<file path="src/rtl/pipeline_pkg.sv">
// Shared pipeline types and constants for the writeback / register-file slice.
// The write-through bypass in regfile_2r1w is enabled by defining WB_BYPASS_EN.
package pipeline_pkg;

    localparam int DATA_W = 32;
    localparam int ADDR_W = 5;
    localparam int REG_N  = 32;

    typedef logic [DATA_W-1:0] word_t;
    typedef logic [ADDR_W-1:0] reg_idx_t;

    localparam reg_idx_t REG_ZERO = 5'd0;

    // A writeback commits only when it targets a real register; r0 is hardwired to zero.
    function automatic logic is_commit(input logic reg_write, input reg_idx_t rd);
        return reg_write && (rd != REG_ZERO);
    endfunction

endpackage

</file>
<file path="src/rtl/regfile_2r1w.sv">
// 2-read / 1-write architectural register file with a hardwired zero register.
// Optional same-cycle write-through bypass when WB_BYPASS_EN is defined.
module regfile_2r1w
    import pipeline_pkg::*;
#(
    parameter int DATA_W = pipeline_pkg::DATA_W,
    parameter int REG_N  = pipeline_pkg::REG_N,
    parameter int ADDR_W = pipeline_pkg::ADDR_W
) (
    input  logic              i_clk,
    input  logic              i_rst,
    input  logic              i_we,
    input  logic [ADDR_W-1:0] i_wr_addr,
    input  logic [DATA_W-1:0] i_wr_data,
    input  logic [ADDR_W-1:0] i_rs_addr,
    input  logic [ADDR_W-1:0] i_rt_addr,
    output logic [DATA_W-1:0] o_rs_data,
    output logic [DATA_W-1:0] o_rt_data
);

    logic [DATA_W-1:0] r_regs [REG_N];
    logic [DATA_W-1:0] w_rs_data;
    logic [DATA_W-1:0] w_rt_data;

    // Array update: reset clears every entry, entry 0 is never written.
    always_ff @(posedge i_clk) begin
        if (i_rst) begin
            for (int i = 0; i < REG_N; i++) begin
                r_regs[i] <= '0;
            end
        end else if (i_we && (i_wr_addr != ADDR_W'(REG_ZERO))) begin
            r_regs[i_wr_addr] <= i_wr_data;
        end
    end

    // Read port A: zero index wins over bypass, bypass wins over the array.
    always_comb begin
        w_rs_data = '0;
        if (i_rs_addr == ADDR_W'(REG_ZERO)) begin
            w_rs_data = '0;
        end
`ifdef WB_BYPASS_EN
        else if (i_we && (i_rs_addr == i_wr_addr)) begin
            w_rs_data = i_wr_data;
        end
`endif
        else begin
            w_rs_data = r_regs[i_rs_addr];
        end
    end

    // Read port B: same priority as port A.
    always_comb begin
        w_rt_data = '0;
        if (i_rt_addr == ADDR_W'(REG_ZERO)) begin
            w_rt_data = '0;
        end
`ifdef WB_BYPASS_EN
        else if (i_we && (i_rt_addr == i_wr_addr)) begin
            w_rt_data = i_wr_data;
        end
`endif
        else begin
            w_rt_data = r_regs[i_rt_addr];
        end
    end

    assign o_rs_data = w_rs_data;
    assign o_rt_data = w_rt_data;

endmodule

</file>
<file path="src/rtl/wb_regfile_stage.sv">
// Writeback stage: selects the writeback value, commits it to the register file,
// and publishes a one-cycle-late forwarding record plus a retired-write counter.
module wb_regfile_stage
    import pipeline_pkg::*;
#(
    parameter int DATA_W = pipeline_pkg::DATA_W,
    parameter int REG_N  = pipeline_pkg::REG_N,
    parameter int ADDR_W = pipeline_pkg::ADDR_W
) (
    input  logic              clk,
    input  logic              rst,
    input  logic              mem_to_reg,
    input  logic              reg_write,
    input  logic [DATA_W-1:0] alu_result,
    input  logic [DATA_W-1:0] read_data,
    input  logic [ADDR_W-1:0] rd_num,
    input  logic [ADDR_W-1:0] rs_num,
    input  logic [ADDR_W-1:0] rt_num,
    output logic [DATA_W-1:0] rs_data,
    output logic [DATA_W-1:0] rt_data,
    output logic [DATA_W-1:0] wb_data,
    output logic              fwd_valid,
    output logic [ADDR_W-1:0] fwd_rd_num,
    output logic [DATA_W-1:0] fwd_data,
    output logic [31:0]       retire_count
);

    logic [DATA_W-1:0] w_wb_data;
    logic              w_we;
    logic              r_fwd_valid;
    logic [ADDR_W-1:0] r_fwd_rd_num;
    logic [DATA_W-1:0] r_fwd_data;
    logic [31:0]       r_retire_count;

    assign w_wb_data = mem_to_reg ? read_data : alu_result;
    assign w_we      = reg_write && (rd_num != ADDR_W'(REG_ZERO));

    regfile_2r1w #(
        .DATA_W (DATA_W),
        .REG_N  (REG_N),
        .ADDR_W (ADDR_W)
    ) u_regfile (
        .i_clk     (clk),
        .i_rst     (rst),
        .i_we      (w_we),
        .i_wr_addr (rd_num),
        .i_wr_data (w_wb_data),
        .i_rs_addr (rs_num),
        .i_rt_addr (rt_num),
        .o_rs_data (rs_data),
        .o_rt_data (rt_data)
    );

    // Forwarding record and retire counter; the counter wraps silently.
    always_ff @(posedge clk) begin
        if (rst) begin
            r_fwd_valid    <= 1'b0;
            r_fwd_rd_num   <= '0;
            r_fwd_data     <= '0;
            r_retire_count <= 32'd0;
        end else if (w_we) begin
            r_fwd_valid    <= 1'b1;
            r_fwd_rd_num   <= rd_num;
            r_fwd_data     <= w_wb_data;
            r_retire_count <= r_retire_count + 32'd1;
        end else begin
            r_fwd_valid    <= 1'b0;
            r_fwd_rd_num   <= '0;
            r_fwd_data     <= '0;
            r_retire_count <= r_retire_count;
        end
    end

    assign wb_data      = w_wb_data;
    assign fwd_valid    = r_fwd_valid;
    assign fwd_rd_num   = r_fwd_rd_num;
    assign fwd_data     = r_fwd_data;
    assign retire_count = r_retire_count;

endmodule

</file>
<file path="config.mk">
export PLATFORM = sky130hd
export DESIGN_NAME = wb_regfile_stage
export DESIGN_NICKNAME = d
export VERILOG_FILES = /design/src/rtl/pipeline_pkg.sv /design/src/rtl/regfile_2r1w.sv /design/src/rtl/wb_regfile_stage.sv
export SDC_FILE = /design/constraint.sdc
export NUM_CORES = 2
export LEC_CHECK = 0
export BUFFER_PORTS_ARGS = -buffer_cell sky130_fd_sc_hd__buf_2
export CAP_MARGIN = 15
export CORE_ASPECT_RATIO = 0.7
export CORE_MARGIN = 10
export CORE_UTILIZATION = 55
export DETAILED_ROUTE_END_ITERATION = 6
export GPL_ROUTABILITY_DRIVEN = 0
export PLACE_DENSITY = 0.71
export SETUP_SLACK_MARGIN = 0.02
export SLEW_MARGIN = 20
export SYNTH_ARGS = -nofsm -noshare
export SYNTH_HDL_FRONTEND = slang
export SYNTH_SLANG_ARGS = --single-unit
export TNS_END_PERCENT = 20
</file>
<file path="constraint.sdc">
create_clock -name clk -period 5.1 [get_ports clk]
set_input_delay 0.51 -clock clk [delete_from_list [all_inputs] [get_ports clk]]
set_output_delay 0.51 -clock clk [all_outputs]
set_load 0.02 [all_outputs]
</file>
==> metrics.txt <==
status complete, no violations; Cell Rows 96; Remaining DRCs 0; synth unique cells 46; post-route total power 21.3 mW; CTS root buf clkbuf_16; clock buffer depth 3; multiplexer area fraction after synthesis 25.4%; CP endpoint kind output port; Synth Area per Inst 14.3 sq um; layout net count 4,077; vias 37,200; Synth Area in Simple Gates 9.38%; Hold Fails Final Rpt 0; initial core utilization 55.7%; CTS tree yes; routed wire length 172,000 um; Setup Skew 0.0145 ns; Synth Area in Adders 0.0228%; top cells by area, synth edfxtp_1 (56%), mux4_2 (21%), nor2_1 (7.4%); Vias/cell 6.88; Peak VDD IR 0.000304 V; GR Overflow Total 0; Setup Buffers After CTS 0; initial antenna violation count 7; routed len/inst 31.9 um; Setup CP Type primary input to output port; post-route cell area 0.0616 sq mm; sequential fraction of the synthesis area 58.6%; Die Y 284 um; Clock Latency Late Sink 0.72 ns; CTS Hold Bufs 0; Synth top area share 56.0%; Primary FF master, synth edfxtp_1; share of flip-flops with an asynchronous set or reset 0%; core area 0.0985 sq mm; DIE AREA 0.113 sq mm; Util after Layout 62.6%; Max FO, Critical Path 20; synthesis-stage register bit count 1,094; area grow syn2layout 12.3%; minimum clock period 4.01 ns; vias in the first global route 37,000; count leader, synth nor2_1; H-tree Lvls 3; Final ANT Viol Nets 0; cell area after synthesis 0.0549 sq mm; EDFF count, synth 1,024; Slew Limit Fails 0; f_max 249 MHz; Num Clock Sinks 1,094; die width 398 um; relative slew slack 24.5%; RSZ-0062 raised after global routing false; largest net degree at the start of global routing 88; Worst-Margin Slew 1.12 ns; All-Layer GR Usage 30.1%; pwr/cell area 345 mW/mm^2; router iterations before antenna repair 6; final setup violation count 0; CTS clk-pin slew, worst paths 0.06 ns; drt initial violations 5,310; first-pass GRT wire length 252,000 um; Post-CTS Resized 0; main combinational cell family by area after synthesis multiplexers; Buffers on Ports 248; HPWL Detailed 109,000 um; top-level I/O count 249; Yosys top cell by area edfxtp_1; Synth Area in XOR/XNOR 0.335%; Synth Warn # 0; crit start category primary input; Worst Hold Class primary input to flip-flop; critical path data arrival time 3.50 ns; CTS Buf Count 102; top cells by count, synth nor2_1 (1,075), edfxtp_1 (1,024), mux4_2 (512); Worst EP required 4.59 ns; Post-DP Area 0.0582 sq mm; setup TNS 0 ns; post-synthesis compound-gate area fraction 3.00%; Leak 21.8 nW; fin crit share 78.6%; share of post-route cells with drive strength above 1 31.1%; Max-Cap Viols 0; Filler Cells Inserted 7,229; synthesized instance count 3,846
flip-flops by register name (all words and copies together) (netlist names):
name	cells
fwd_data	32
fwd_rd_num	5
fwd_valid	1
retire_count	32
u_regfile.r_regs	1024
worst max-delay path: stages:
cell	delay, ns
buf_2	0.48
buf_4	0.46
nand2b_1	0.55
buf_4	0.34
o21ai_0	0.18
a31oi_1	0.61
buf_2	0.30
area by class of cell:
| cell class | count | area [sq um] | share of cell area [%] |
|---|---|---|---|
| inverters | 34 | 128 | 0.207 |
| multi-input cells | 2351 | 21600 | 35.0 |
| well taps | 1323 | 1660 | 2.69 |
| clock buffers | 119 | 2630 | 4.26 |
| flip-flops and latches | 1094 | 32200 | 52.2 |
| clock inverters | 69 | 723 | 1.17 |
| repair buffers | 410 | 2780 | 4.51 |
| diodes | 3 | 7.51 | 0.0122 |
cell usage in the layout, fill, tap and decap left out, types with 32 or more instances in the layout:
| cell type | n |
|---|---|
| a21oi_1 | 89 |
| a22oi_1 | 47 |
| a31oi_1 | 47 |
| buf_2 | 240 |
| buf_4 | 145 |
| clkbuf_16 | 102 |
| conb_1 | 32 |
| dfxtp_1 | 70 |
| edfxtp_1 | 1024 |
| inv_1 | 34 |
| mux2_2 | 111 |
| mux2i_1 | 81 |
| mux2i_4 | 32 |
| mux4_2 | 512 |
| nand2_1 | 92 |
| nor2_1 | 1071 |
| o21ai_0 | 55 |
logic make-up (layout without fill, tap and decap cells):
kind of cell | after synthesis | in the layout
other | 1 | 35
buffers and inverters | 432 | 632
multiplexers | 736 | 736
AO/OA/AOI/OAI | 277 | 277
XOR/XNOR | 21 | 21
AND/OR/NAND/NOR | 1284 | 1284
flip-flops | 1094 | 1094
adder cells (fa/ha/maj) | 1 | 1
through the flow:
| step | std cells | hold slack [ns] | worst slack (ns) |
|---|---|---|---|
| 6_report | 5403 | 0.0957 | 1.09 |
| 5_1_grt | 5401 | 0.0851 | 1.06 |
| 4_1_cts | 5398 | 0.0538 | 1.32 |
| 3_5_place_dp | 5210 | 0.475 | 1.33 |
| 3_3_place_gp | 5209 | 0.460 | 1.31 |
| 2_1_floorplan | 3877 | 0.551 | 2.45 |
report_power, final:
| group | total (mW) | internal [mW] | switching (mW) | leakage, nW |
|---|---|---|---|---|
| sequential | 10.5 | 10.3 | 0.248 | 10.3 |
| clock | 7.85 | 4.35 | 3.50 | 1.63 |
| combinational | 2.88 | 1.16 | 1.72 | 9.83 |
final timing paths:
path                                 startpoint                             to  slack (ns)  cells after the start
hold reg to reg   retire_count[31]$_SDFFE_PP0P_  retire_count[31]$_SDFFE_PP0P_        0.49                      2
hold / removal                        rd_num[1]       fwd_rd_num[1]$_SDFF_PP0_         0.1                      2
setup reg to reg   retire_count[0]$_SDFFE_PP0P_   retire_count[8]$_SDFFE_PP0P_        2.63                      6
setup / recovery                      rs_num[4]                    rs_data[11]        1.09                      7
metal layers:
metal / GRT usage [%] / part of all wire, % / vias to the layer above
li1: - / - / 14900
met1: 42.1 / 36 / 18800
met2: 44.2 / 45 / 3086
met3: 9.90 / 15 / 401
met4: 10.7 / 3.8 / 8
met5: 0 / 0.067 / -
(Power assumes the default switching activity.)
